--- config.mk ---
export PLATFORM = sky130hd
export DESIGN_NAME = bcd_step_commander_flat
export DESIGN_NICKNAME = d
export VERILOG_FILES = /design/src/rtl/bcd_step_commander_if.sv /design/src/rtl/bcd_step_commander.sv /design/src/flat_wrapper.sv
export SDC_FILE = /design/constraint.sdc
export NUM_CORES = 1
export LEC_CHECK = 0
export BUFFER_PORTS_ARGS = -buffer_cell sky130_fd_sc_hd__clkbuf_2
export CAP_MARGIN = 0
export CELL_PAD_IN_SITES_DETAIL_PLACEMENT = 1
export CELL_PAD_IN_SITES_GLOBAL_PLACEMENT = 1
export CORE_UTILIZATION = 50
export CTS_BUF_LIST = sky130_fd_sc_hd__clkbuf_8
export CTS_CLUSTER_DIAMETER = 150
export DETAILED_ROUTE_END_ITERATION = 8
export PLACE_DENSITY = 0.95
export SLEW_MARGIN = 20
export SYNTH_ARGS = -nofsm -noshare
export SYNTH_HDL_FRONTEND = slang
export SYNTH_SLANG_ARGS = --single-unit
--- constraint.sdc ---
create_clock -name CLK -period 11.19 [get_ports CLK]
set_clock_uncertainty 0.15 [all_clocks]
set_input_delay 1.119 -clock CLK [delete_from_list [all_inputs] [get_ports CLK]]
set_output_delay 1.119 -clock CLK [all_outputs]
set_load 0.02 [all_outputs]
--- src/rtl/bcd_step_commander_if.sv ---
`default_nettype none
// ============================================================================
// Module   : bcd_step_commander_if
// Purpose  : Request/command bundle between the key front end, the step
//            commander and the decade step counter.
//   master : drives start/target/sync_clr, observes the command outputs
//   slave  : the commander itself
// Signals  : start, target[3:0], sync_clr       (requests)
//            cmd[1:0], step, busy, done, err,    (commander outputs)
//            cur_digit[3:0]
// Revision : 1.0  initial release
// ============================================================================
interface bcd_step_commander_if;
  logic       start;
  logic [3:0] target;
  logic       sync_clr;
  logic [1:0] cmd;
  logic       step;
  logic       busy;
  logic       done;
  logic       err;
  logic [3:0] cur_digit;

  modport master (
    output start, target, sync_clr,
    input  cmd, step, busy, done, err, cur_digit
  );

  modport slave (
    input  start, target, sync_clr,
    output cmd, step, busy, done, err, cur_digit
  );
endinterface
`default_nettype wire

--- src/rtl/bcd_step_commander.sv ---
`default_nettype none
// ============================================================================
// Module   : bcd_step_commander
// Purpose  : Moves a 2-bit-commanded decade counter from its current digit
//            to a requested digit along the shortest mod-10 path, keeping a
//            mirror of the counter digit, then pulses done.
// Ports    : CLK       clock, rising edge
//            reset     asynchronous active-high reset
//            bus       slave side of bcd_step_commander_if
//              start/target/sync_clr in; cmd/step/busy/done/err/cur_digit out
// Params   : INIT_DIGIT  mirror value after reset or sync_clr (0-9)
//            STEP_GAP    idle cycles between consecutive steps (0-15)
// Revision : 1.0  initial release
// ============================================================================
module bcd_step_commander #(
  parameter int INIT_DIGIT = 0,
  parameter int STEP_GAP   = 3
) (
  input  wire logic              CLK,
  input  wire logic              reset,
  bcd_step_commander_if.slave    bus
);

  typedef enum logic [2:0] {
    S_IDLE  = 3'd0,
    S_PLAN  = 3'd1,
    S_ISSUE = 3'd2,
    S_GAP   = 3'd3,
    S_DONE  = 3'd4
  } state_t;

  localparam logic [1:0] c_cmd_hold = 2'b00;
  localparam logic [1:0] c_cmd_inc1 = 2'b01;
  localparam logic [1:0] c_cmd_inc2 = 2'b10;
  localparam logic [1:0] c_cmd_dec1 = 2'b11;
  localparam logic [3:0] c_init     = 4'(INIT_DIGIT);
  localparam logic       c_has_gap  = (STEP_GAP > 0);
  localparam logic [3:0] c_gap_last = (STEP_GAP > 0) ? 4'(STEP_GAP - 1) : 4'd0;

  state_t     r_state, w_state;
  logic [3:0] r_cur, w_cur;
  logic [3:0] r_target, w_target;
  logic       r_err, w_err;
  logic       r_bwd, w_bwd;
  logic [3:0] r_gap_cnt, w_gap_cnt;

  logic [3:0] w_diff_raw;
  logic [3:0] w_fwd_dist;
  logic [3:0] w_bwd_dist;
  logic [3:0] w_half_fwd;
  logic [1:0] w_issue_cmd;
  logic [3:0] w_cur_stepped;

  // Ring distances from the mirror to the latched target. The 4-bit
  // subtraction wraps mod 16 when target < cur; removing 6 folds it to mod 10.
  always_comb begin
    w_diff_raw = r_target - r_cur;
    w_fwd_dist = (r_target >= r_cur) ? w_diff_raw : (w_diff_raw - 4'd6);
    w_bwd_dist = (w_fwd_dist == 4'd0) ? 4'd0 : (4'd10 - w_fwd_dist);
    // Forward moves cover two digits per step, so cost is ceil(d/2).
    w_half_fwd = (w_fwd_dist + 4'd1) >> 1;
  end

  // Command for the current step; the forward distance doubles as the
  // remaining count since the mirror tracks every issued step.
  always_comb begin
    if (r_bwd) begin
      w_issue_cmd = c_cmd_dec1;
    end else if (w_fwd_dist >= 4'd2) begin
      w_issue_cmd = c_cmd_inc2;
    end else begin
      w_issue_cmd = c_cmd_inc1;
    end
  end

  // Mirror value after applying the step command, with explicit wrap.
  always_comb begin
    w_cur_stepped = r_cur;
    case (w_issue_cmd)
      c_cmd_inc2: w_cur_stepped = (r_cur >= 4'd8) ? (r_cur - 4'd8) : (r_cur + 4'd2);
      c_cmd_inc1: w_cur_stepped = (r_cur == 4'd9) ? 4'd0 : (r_cur + 4'd1);
      c_cmd_dec1: w_cur_stepped = (r_cur == 4'd0) ? 4'd9 : (r_cur - 4'd1);
      default:    w_cur_stepped = r_cur;
    endcase
  end

  // Next-state and datapath update.
  always_comb begin
    w_state   = r_state;
    w_cur     = r_cur;
    w_target  = r_target;
    w_err     = r_err;
    w_bwd     = r_bwd;
    w_gap_cnt = r_gap_cnt;

    if (bus.sync_clr) begin
      // Counter was cleared externally: resynchronise and abandon the move.
      w_state = S_IDLE;
      w_cur   = c_init;
    end else begin
      case (r_state)
        S_IDLE: begin
          if (bus.start) begin
            w_target = bus.target;
            if (bus.target > 4'd9) begin
              w_err = 1'b1;
            end else begin
              w_err   = 1'b0;
              w_state = S_PLAN;
            end
          end
        end
        S_PLAN: begin
          if (w_fwd_dist == 4'd0) begin
            w_state = S_DONE;
          end else begin
            w_bwd   = (w_half_fwd > w_bwd_dist);
            w_state = S_ISSUE;
          end
        end
        S_ISSUE: begin
          w_cur = w_cur_stepped;
          if (w_cur_stepped == r_target) begin
            w_state = S_DONE;
          end else if (c_has_gap) begin
            w_gap_cnt = c_gap_last;
            w_state   = S_GAP;
          end else begin
            w_state = S_ISSUE;
          end
        end
        S_GAP: begin
          if (r_gap_cnt == 4'd0) begin
            w_state = S_ISSUE;
          end else begin
            w_gap_cnt = r_gap_cnt - 4'd1;
          end
        end
        S_DONE: begin
          w_state = S_IDLE;
        end
        default: begin
          w_state = S_IDLE;
        end
      endcase
    end
  end

  always_ff @(posedge CLK or posedge reset) begin
    if (reset) begin
      r_state   <= S_IDLE;
      r_cur     <= c_init;
      r_target  <= 4'd0;
      r_err     <= 1'b0;
      r_bwd     <= 1'b0;
      r_gap_cnt <= 4'd0;
    end else begin
      r_state   <= w_state;
      r_cur     <= w_cur;
      r_target  <= w_target;
      r_err     <= w_err;
      r_bwd     <= w_bwd;
      r_gap_cnt <= w_gap_cnt;
    end
  end

  // Outputs decode directly from the state register so an asynchronous
  // reset removes step/cmd/done without waiting for a clock.
  assign bus.step      = (r_state == S_ISSUE);
  assign bus.cmd       = (r_state == S_ISSUE) ? w_issue_cmd : c_cmd_hold;
  assign bus.busy      = (r_state != S_IDLE);
  assign bus.done      = (r_state == S_DONE);
  assign bus.err       = r_err;
  assign bus.cur_digit = r_cur;

endmodule
`default_nettype wire

--- src/flat_wrapper.sv ---
// flat-port wrapper written by rule: the top's interface ports become plain ports
module bcd_step_commander_flat 
#(
  parameter int INIT_DIGIT = 0,
  parameter int STEP_GAP   = 3
)
  (CLK, reset, bus_start, bus_target, bus_sync_clr, bus_cmd, bus_step, bus_busy, bus_done, bus_err, bus_cur_digit);
  bcd_step_commander_if bus_i ();
  input  wire logic CLK;
  input  wire logic reset;
  input wire logic [$bits(bus_i.start)-1:0] bus_start;
  input wire logic [$bits(bus_i.target)-1:0] bus_target;
  input wire logic [$bits(bus_i.sync_clr)-1:0] bus_sync_clr;
  output wire logic [$bits(bus_i.cmd)-1:0] bus_cmd;
  output wire logic [$bits(bus_i.step)-1:0] bus_step;
  output wire logic [$bits(bus_i.busy)-1:0] bus_busy;
  output wire logic [$bits(bus_i.done)-1:0] bus_done;
  output wire logic [$bits(bus_i.err)-1:0] bus_err;
  output wire logic [$bits(bus_i.cur_digit)-1:0] bus_cur_digit;
  assign bus_i.start = bus_start;
  assign bus_i.target = bus_target;
  assign bus_i.sync_clr = bus_sync_clr;
  assign bus_cmd = bus_i.cmd;
  assign bus_step = bus_i.step;
  assign bus_busy = bus_i.busy;
  assign bus_done = bus_i.done;
  assign bus_err = bus_i.err;
  assign bus_cur_digit = bus_i.cur_digit;
  bcd_step_commander #(.INIT_DIGIT(INIT_DIGIT), .STEP_GAP(STEP_GAP)) u_core (.CLK(CLK), .reset(reset), .bus(bus_i));
endmodule
==> impl_metrics.py, run 1 <==
metrics = {
    "routing": {
        "totalWireLength_um": 5310,
        "drt_first_pass_iters": 4,
        "wl_per_cell_um": 18.6,
        "drt_iter0_drc": 70,
        "remaining_drc_errors": 0,
        "drtAntennaViolNets": 0,
        "vias_per_cell": 6.20,
        "via_count": 1768,
    },
    "clock_tree": {
        "cts_buffers": 3,
        "clockRootBuffer": "clkbuf_8",
        "h-tree-depth": 1,
        "cts_hold_buffers": 0,
        "cts_sinks": 17,
        "cts.path.max_buffers": 2,
        "postCtsSetupBuffers": 0,
        "cts_resized": 0,
        "insertion_delay_ns": 0.26,
        "clk_pin_slew_ns": 0.07,
        "cts_tree": "built",
    },
    "floorplanning": {
        "coreArea_um2": 3470,
        "die_w_um": 63.4,
        "die_y_um": 63.4,
        "io_pins": 18,
        "die-area_um2": 4020,
        "num_rows": 21,
        "start_util_pct": 54.3,
    },
    "worst_setup_path": {
        "end_kind": "primary output",
        "worstPathArrival_ns": 3.93,
        "cpLargestDelayFamily": "simple AND/OR/NAND/NOR gates",
        "slowest_delay_ns": 0.64,
        "ff2ff_setup_slack_ns": 6.61,
        "cp_max_fo": 12,
        "path_buf_inv": 2,
        "crit_path_end": "bus_cmd[0]",
        "cp.required_ns": 9.92,
        "cpMaxStageDelayCell": "dfrtp_1",
        "crit_start": "u_core.bus.cur_digit[0]",
        "rr_worst_depth": 14,
        "cp_cell_sequence": "ha_1 -> inv_1 -> fa_1 -> a21oi_1 -> o22ai_1 -> or2b_1 -> ha_1 -> or3b_2 -> a21oi_4 -> nor2_1 -> nor2_1 -> clkbuf_2",
        "worstReg2RegEnd": "u_core.r_gap_cnt[0]",
        "start_kind": "flip-flop",
        "rr_startpoint": "u_core.bus.cur_digit[0]",
        "crit_cells": 12,
        "critPathKind": "flip-flop to primary output",
    },
    "synth": {
        "yosys.area.top_type": "dfrtp_1",
        "synth.mux.area_fraction_pct": 5.64,
        "synth_top_family_by_area": "compound AO/OA/AOI/OAI gates",
        "syn_area_um2": 1880,
        "synth-compound-area-share_pct": 25.0,
        "synthAdderAreaFrac_pct": 11.0,
        "synth_edf_count": 0,
        "async_reset_ff_share_pct": 100,
        "yosysSeqAreaShare_pct": 22.6,
        "synth-simple-area-share_pct": 22.9,
        "avgSynthCellArea_um2": 8.19,
        "synth_nets": 254,
        "synth_top_cell_area_share_pct": 22.6,
        "synth.area.top_cells": "dfrtp_1, ha_1, xnor2_1, nand2_1, a21oi_1",
        "yosysWarnings": 0,
        "postSynthCellCount": 230,
        "synth_xor_area_share_pct": 6.04,
        "synth_seq_cells": 17,
        "synth_ff_type": "dfrtp_1",
        "ys_types": 67,
    },
    "sta": {
        "slew_headroom_pct": 55.2,
        "max_freq_mhz": 192,
        "finalHoldViolations": 0,
        "slew_viol_final": 0,
        "rsz0062_at_grt": "false",
        "setup_viol": 0,
        "worst_slew_pin_slew_ns": 0.671,
        "post-route-period-util_pct": 46.5,
        "finalSetupTns_ns": 0,
        "period_needed_ns": 5.20,
    },
    "global_route": {
        "grt_pass1_vias": 1824,
        "grt_pass1_wl_um": 9030,
        "antenna_found_initial": 0,
        "grt_max_degree": 18,
        "grt_usage_pct": 29.0,
        "grt_overflow_total": 0,
    },
    "cells_and_area": {
        "mostFrequentLayoutCell": "nand2_1",
        "nNetsFinal": 264,
        "syn_to_final_growth_pct": 6.71,
        "drive_gt1_share_pct": 18.0,
        "n_antenna_cell": 0,
        "final_cell_mix": "nand2_1, inv_1, clkbuf_2, dfrtp_1",
    },
    "placed_design": {
        "port_buffers": 17,
        "gp_congestion": 0.839,
        "dpl.hpwl_um": 4030,
    },
    "hold_path": {
        "hp-class": "flip-flop to flip-flop",
    },
    "run_status": {
        "status": "finished, final reports clean",
    },
    "flow_run": {
        "maxCapViolations": 0,
    },
}
[worst register-to-register path: cells and delay by family (launching register included)]
kind                     cells  cell delay [ns]
adder cells (fa/ha/maj)      3             0.93
AND/OR/NAND/NOR              2             0.55
AO/OA/AOI/OAI                8             2.13
buffers and inverters        1             0.06
flip-flops                   1             0.64
[stage by stage]
stage,instance area (um^2),hold WS [ns],worst slack [ns],utilization (%),instances
finish,2010,0.384,5.99,58.0,285
global route,2010,0.385,5.80,58.0,285
CTS,2010,0.387,6.01,58.0,285
detailed placement,1970,0.371,6.36,56.7,281
global placement,1970,0.315,6.61,56.7,281
floorplan,1880,0.382,6.61,-,230
[worst min-delay path by stage]
stage | from | endpoint | slack [ns] | depth (start not counted)
after floorplan | u_core.r_gap_cnt[0] | u_core.r_gap_cnt[0] | 0.38 | 2
after global placement | u_core.bus.err | u_core.bus.err | 0.32 | 2
after detailed placement | u_core.bus.err | u_core.bus.err | 0.37 | 2
after CTS | u_core.bus.err | u_core.bus.err | 0.39 | 2
after global routing | u_core.bus.err | u_core.bus.err | 0.38 | 2
final | u_core.bus.err | u_core.bus.err | 0.38 | 2
[Yosys cell counts, drive strengths merged, types with 2 or more instances]
cell type  number
xnor2          11
a31oi           3
o21ai          12
or2             3
and3            2
nor3            6
a21oi          18
nand2b          3
nor2b           2
dfrtp          17
nor2           16
nor3b           2
or3             5
mux2            5
buf             3
and2            2
mux2i           5
inv            17
a21o            2
a311oi          2
a211oi          3
o211ai          3
xor2            2
o22ai           2
or3b            2
nand2          22
ha             15
nand4           2
nand3           5
clkbuf          9
o21a            4
[sequential cells by signal (all words and copies together) (netlist names)]
signal and cells:
u_core.bus.cur_digit 4, u_core.bus.err 1, u_core.r_bwd 1, u_core.r_gap_cnt 4, u_core.r_state 3, u_core.r_target 4
[logic make-up (layout without fill, tap and decap cells)]
kind of cell,count (synthesis),after routing
muxes,10,10
DFF,17,17
and+or+nand+nor,80,80
buffers and inverters,30,39
xor gates and xnor gates,13,13
adders and majority gates,16,16
AOI/OAI and AO/OA,64,64
[routing by layer]
| metal | vias up | routed length (um) | GRT usage [%] |
|---|---|---|---|
| li1 | 840 | - | - |
| met4 | 0 | 93 | 9.09 |
| met3 | 9 | 136 | 2.72 |
| met1 | 880 | 2380 | 36.3 |
| met5 | - | 0 | 0 |
| met2 | 39 | 2700 | 51.9 |
[layout make-up]
type / count / area, um^2
timing repair buffer: 17 / 85.1
multi-input combinational: 183 / 1330
clock buffer: 3 / 41.3
tap: 46 / 57.6
sequential: 17 / 425
inverter: 18 / 67.6
clock inverter: 1 / 3.75
fill: 441 / 1460
Power of run 1 is left out: the tool's default activity adds up to more than one toggle a clock period on the data nets, which glitch-free logic cannot reach.
==> run 2, diff against run 1 <==
--- a/config.mk
+++ b/config.mk
@@ -9,11 +9,11 @@
 export CAP_MARGIN = 0
 export CELL_PAD_IN_SITES_DETAIL_PLACEMENT = 1
 export CELL_PAD_IN_SITES_GLOBAL_PLACEMENT = 1
-export CORE_UTILIZATION = 50
+export CORE_UTILIZATION = 42
 export CTS_BUF_LIST = sky130_fd_sc_hd__clkbuf_8
 export CTS_CLUSTER_DIAMETER = 150
 export DETAILED_ROUTE_END_ITERATION = 8
-export PLACE_DENSITY = 0.95
+export PLACE_DENSITY = 0.9
 export SLEW_MARGIN = 20
 export SYNTH_ARGS = -nofsm -noshare
 export SYNTH_HDL_FRONTEND = slang
==> constraint.sdc (replaced) <==
create_clock -name CLK -period 4.5 [get_ports CLK]
set_clock_uncertainty 0.15 [all_clocks]
set_input_delay 0.45 -clock CLK [delete_from_list [all_inputs] [get_ports CLK]]
set_output_delay 0.45 -clock CLK [all_outputs]
set_load 0.02 [all_outputs]
==> run 2 against run 1 <==
Die area rose by 18%. Sequential share of layout area fell by 0.58 points. Hold slack got worse by 0.26 ns. Non-clock buffer count rose by 5. Wire length fell by 8.4%. Sequential cell count did not move. Via count fell by 1.8%. Cell count rose by 3.2%. Cell area rose by 2.8%. Critical path type unchanged.
==> impl_metrics.py, run 2 (synthesized netlist as in run 1, its figures left out) <==
metrics = {
    "cells_and_area": {
        "n_antenna_cell": 0,
        "syn_to_final_growth_pct": 9.69,
        "final_cell_mix": "nand2_1, inv_1, clkbuf_2, dfrtp_1, nor2_1",
        "fin_cells": 294,
        "drive_gt1_share_pct": 20.9,
        "mostFrequentLayoutCell": "nand2_1",
        "nNetsFinal": 269,
    },
    "routing": {
        "drtAntennaViolNets": 0,
        "drt_iter0_drc": 58,
        "totalWireLength_um": 4870,
        "via_count": 1736,
        "vias_per_cell": 5.90,
        "remaining_drc_errors": 0,
        "drt_first_pass_iters": 4,
        "wl_per_cell_um": 16.6,
    },
    "sta": {
        "slew_headroom_pct": 55.6,
        "finalHoldViolations": 0,
        "post-route-period-util_pct": 95.5,
        "max_freq_mhz": 233,
        "setup_viol": 0,
        "slew_viol_final": 0,
        "worst_slew_pin_slew_ns": 0.665,
        "rsz0062_at_grt": "false",
        "finalSetupTns_ns": 0,
        "period_needed_ns": 4.30,
    },
    "clock_tree": {
        "cts.path.max_buffers": 2,
        "postCtsSetupBuffers": 0,
        "cts_tree": "built",
        "cts_buffers": 3,
        "clk_pin_slew_ns": 0.07,
        "h-tree-depth": 1,
        "cts_sinks": 17,
        "insertion_delay_ns": 0.25,
        "clockRootBuffer": "clkbuf_8",
    },
    "worst_setup_path": {
        "start_kind": "flip-flop",
        "critPathKind": "flip-flop to primary output",
        "worstPathArrival_ns": 3.70,
        "end_kind": "primary output",
        "cp_max_fo": 7,
        "rr_startpoint": "u_core.r_target[0]",
        "ff2ff_setup_slack_ns": 0.29,
        "worstReg2RegEnd": "u_core.r_gap_cnt[0]",
        "rr_worst_depth": 15,
        "cp.required_ns": 3.90,
    },
    "hold_path": {
        "hp-class": "input pin to asynchronous set/reset pin",
    },
    "floorplanning": {
        "die-area_um2": 4760,
        "die_y_um": 69.0,
        "num_rows": 23,
        "die_w_um": 69.0,
        "io_pins": 18,
        "start_util_pct": 45.5,
        "coreArea_um2": 4140,
    },
    "global_route": {
        "grt_pass1_wl_um": 8170,
        "grt_max_degree": 18,
        "grt_usage_pct": 23.1,
        "grt_overflow_total": 0,
        "antenna_found_initial": 0,
        "grt_pass1_vias": 1729,
    },
    "placed_design": {
        "gp_congestion": 0.846,
        "port_buffers": 17,
        "place_inst": 290,
        "dpl.hpwl_um": 3760,
    },
    "run_status": {
        "status": "finished, final reports clean",
    },
    "flow_run": {
        "maxCapViolations": 0,
    },
}
run 2: through the flow:
step | hold slack [ns] | setup WS [ns] | cell area, um^2 | utilization [%]
2_1_floorplan | 0.226 | 0.321 | 1880 | -
3_3_place_gp | 0.329 | 0.377 | 2010 | 48.5
3_5_place_dp | 0.345 | 0.264 | 2010 | 48.5
4_1_cts | 0.142 | 0.123 | 2050 | 49.5
5_1_grt | 0.184 | 0.0314 | 2070 | 49.9
6_report | 0.120 | 0.201 | 2070 | 49.9
run 2: repair_timing:
action | CTS | global route
gates resized for setup | 0 | 3
setup endpoints to repair | 0 | 6
hold buffers | 0 | 0
run 2: worst max-delay path, stage by stage (launching register included):
cell and delay, ns:
dfrtp_1 0.41, inv_1 0.11, ha_1 0.17, inv_1 0.06, fa_2 0.58, inv_1 0.09, o211ai_1 0.12, or2b_1 0.29
ha_1 0.20, or3b_2 0.54, a21oi_4 0.22, buf_4 0.17, nor2_1 0.04, nor2_1 0.21, clkbuf_2 0.21
run 2: metal layers:
| layer | track usage, % | vias to the layer above | wire (um) |
|---|---|---|---|
| met3 | 2.14 | 6 | 63 |
| met1 | 29.7 | 865 | 2310 |
| met2 | 40.8 | 17 | 2440 |
| li1 | - | 848 | - |
| met5 | 0 | - | 0 |
| met4 | 5.87 | 0 | 55 |
run 2: final cells by class:
| type | instances | area [um^2] |
|---|---|---|
| fillers | 533 | 2080 |
| multi-input cells | 183 | 1340 |
| flip-flops and latches | 17 | 425 |
| repair buffers | 22 | 123 |
| inverters | 18 | 67.6 |
| well taps | 50 | 62.6 |
| clock buffers | 3 | 41.3 |
| clock inverters | 1 | 3.75 |
run 2: how the worst max path moves through the flow:
stage	start	end	slack (ns)	depth (start not counted)
final	u_core.r_target[0]	bus_cmd[0]	0.20	14
after global routing	u_core.r_target[0]	bus_cmd[0]	0.03	14
after CTS	u_core.r_target[0]	bus_cmd[0]	0.12	14
after detailed placement	u_core.r_target[0]	u_core.r_gap_cnt[2]	0.26	15
after global placement	u_core.r_target[0]	u_core.r_gap_cnt[2]	0.38	15
after floorplan	u_core.bus.cur_digit[1]	u_core.r_gap_cnt[0]	0.32	14
Power of run 2 is left out for the same reason.
==> run 3, diff against run 2 <==
--- a/config.mk
+++ b/config.mk
@@ -10,9 +10,11 @@
 export CELL_PAD_IN_SITES_DETAIL_PLACEMENT = 1
 export CELL_PAD_IN_SITES_GLOBAL_PLACEMENT = 1
 export CORE_UTILIZATION = 42
-export CTS_BUF_LIST = sky130_fd_sc_hd__clkbuf_8
+export CTS_BUF_LIST = sky130_fd_sc_hd__clkbuf_4
 export CTS_CLUSTER_DIAMETER = 150
 export DETAILED_ROUTE_END_ITERATION = 8
+export GPL_TIMING_DRIVEN = 0
+export HOLD_SLACK_MARGIN = 0.02
 export PLACE_DENSITY = 0.9
 export SLEW_MARGIN = 20
 export SYNTH_ARGS = -nofsm -noshare
==> run 3 against run 2 <==
Fmax increased by 0.86%. Non-clock buffer count is 5 higher. Sequential cell count unchanged. Core utilization increased by 0.091 points. Sequential share of layout area is essentially flat. First-iteration DRC count fell by 1.7%. Cell count up 1.7%. Wire length down 0.66%. Critical endpoint is now u_core.r_gap_cnt[3]. Highest routed layer unchanged.
==> impl_metrics.py, run 3 (synthesized netlist as in run 1, its figures left out) <==
metrics = {
    "run_status": {
        "status": "finished, final reports clean",
    },
    "routing": {
        "wl_per_cell_um": 16.2,
        "drt_iter0_drc": 57,
        "remaining_drc_errors": 0,
        "vias_per_cell": 5.90,
        "drtAntennaViolNets": 0,
        "via_count": 1763,
        "totalWireLength_um": 4840,
        "drt_first_pass_iters": 4,
    },
    "floorplanning": {
        "io_pins": 18,
        "die_y_um": 69.0,
        "die_w_um": 69.0,
        "start_util_pct": 45.5,
        "coreArea_um2": 4140,
        "die-area_um2": 4760,
        "num_rows": 23,
    },
    "clock_tree": {
        "insertion_delay_ns": 0.29,
        "cts_buffers": 3,
        "cts.path.max_buffers": 2,
        "clockRootBuffer": "clkbuf_4",
        "h-tree-depth": 1,
        "cts_hold_buffers": 0,
        "cts_sinks": 17,
        "clk_pin_slew_ns": 0.10,
        "cts_tree": "built",
    },
    "sta": {
        "finalHoldViolations": 0,
        "slew_viol_final": 0,
        "slew_headroom_pct": 55.1,
        "rsz0062_at_grt": "false",
        "worst_slew_pin_slew_ns": 0.673,
        "post-route-period-util_pct": 94.7,
        "max_freq_mhz": 235,
        "period_needed_ns": 4.26,
        "setup_viol": 0,
    },
    "worst_setup_path": {
        "crit_start": "u_core.r_target[0]",
        "cp_max_fo": 5,
        "ff2ff_setup_slack_ns": 0.24,
        "rr_worst_depth": 15,
        "end_kind": "flip-flop",
        "cp.required_ns": 4.53,
        "start_kind": "flip-flop",
        "rr_startpoint": "u_core.r_target[0]",
        "worstReg2RegEnd": "u_core.r_gap_cnt[3]",
        "worstPathArrival_ns": 4.30,
        "critPathKind": "flip-flop to flip-flop",
    },
    "placed_design": {
        "place_inst": 297,
        "dpl.hpwl_um": 3850,
        "port_buffers": 17,
        "gp_congestion": 0.846,
    },
    "global_route": {
        "grt_overflow_total": 0,
        "grt_usage_pct": 22.4,
        "grt_pass1_wl_um": 7980,
        "grt_max_degree": 18,
        "grt_pass1_vias": 1774,
        "antenna_found_initial": 0,
    },
    "cells_and_area": {
        "n_antenna_cell": 0,
        "fill_cells": 527,
        "drive_gt1_share_pct": 20.9,
        "syn_to_final_growth_pct": 9.89,
        "mostFrequentLayoutCell": "nand2_1",
        "utilization_pct": 50.0,
        "final_cell_mix": "nand2_1, inv_1, clkbuf_2, nor2_1, dfrtp_1",
        "nNetsFinal": 274,
        "fin_cells": 299,
    },
    "hold_path": {
        "hp-class": "input pin to asynchronous set/reset pin",
    },
    "flow_run": {
        "maxCapViolations": 0,
    },
}
-- run 3: changes by cell type in the layout (fill, tap and decap cells not counted), sizes merged --
cell,change
clkbuf,+6
inv,-1
-- run 3: stage by stage --
stage               hold WS (ns)  worst slack, ns  instance area, um^2  setup TNS (ns)
floorplan                  0.226            0.321                 1880               0
global placement           0.320          -0.0774                 2030          -0.360
detailed placement         0.331          -0.0678                 2030          -0.284
CTS                       0.0976          0.00138                 2050               0
global route               0.126           0.0312                 2070               0
finish                    0.0770            0.238                 2070               0
-- run 3: worst max-delay path: stages, from the launching register on --
cell and delay (ns):
dfrtp_1 0.43, inv_1 0.12, ha_1 0.17, inv_1 0.06
fa_2 0.59, inv_1 0.09, o211ai_1 0.11, or2b_1 0.29
ha_1 0.19, or2_2 0.27, a2111o_1 0.43, o2111a_1 0.18
o31a_1 0.33, or3_4 0.37, a31oi_4 0.28, o21ai_1 0.11
-- run 3: worst max-delay path by stage --
stage                          end  slack (ns)
3_5_place_dp   u_core.r_gap_cnt[3]       -0.07
3_3_place_gp   u_core.r_gap_cnt[0]       -0.08
5_1_grt                 bus_cmd[0]        0.03
4_1_cts                 bus_cmd[0]       0.001
6_report       u_core.r_gap_cnt[3]        0.24
2_1_floorplan  u_core.r_gap_cnt[0]        0.32
-- run 3: timing repair --
action | in CTS | in global routing
endpoints found under the setup margin | 6 | 9
buffers inserted | 0 | 2
gates resized for setup | 0 | 4
pin swaps | 0 | 1
gates cloned | 0 | 0
-- run 3: metal layers --
metal,GRT usage (%),vias to the layer above,routed length [um]
li1,-,868,-
met1,28.1,858,2230
met3,2.47,8,152
met4,6.12,0,58
met2,40.2,29,2400
met5,0,-,0
-- run 3: layout make-up --
class                   instances  area (um^2)  area share (%)
multi-input cells             183         1340            64.6
clock buffers                   4         30.0            1.45
repair buffers                 19          100            4.83
flip-flops and latches         17          427            20.6
well taps                      50         62.6            3.02
inverters                      18         67.6            3.26
plain buffers                   8         46.3            2.24
Power of run 3 is left out for the same reason.
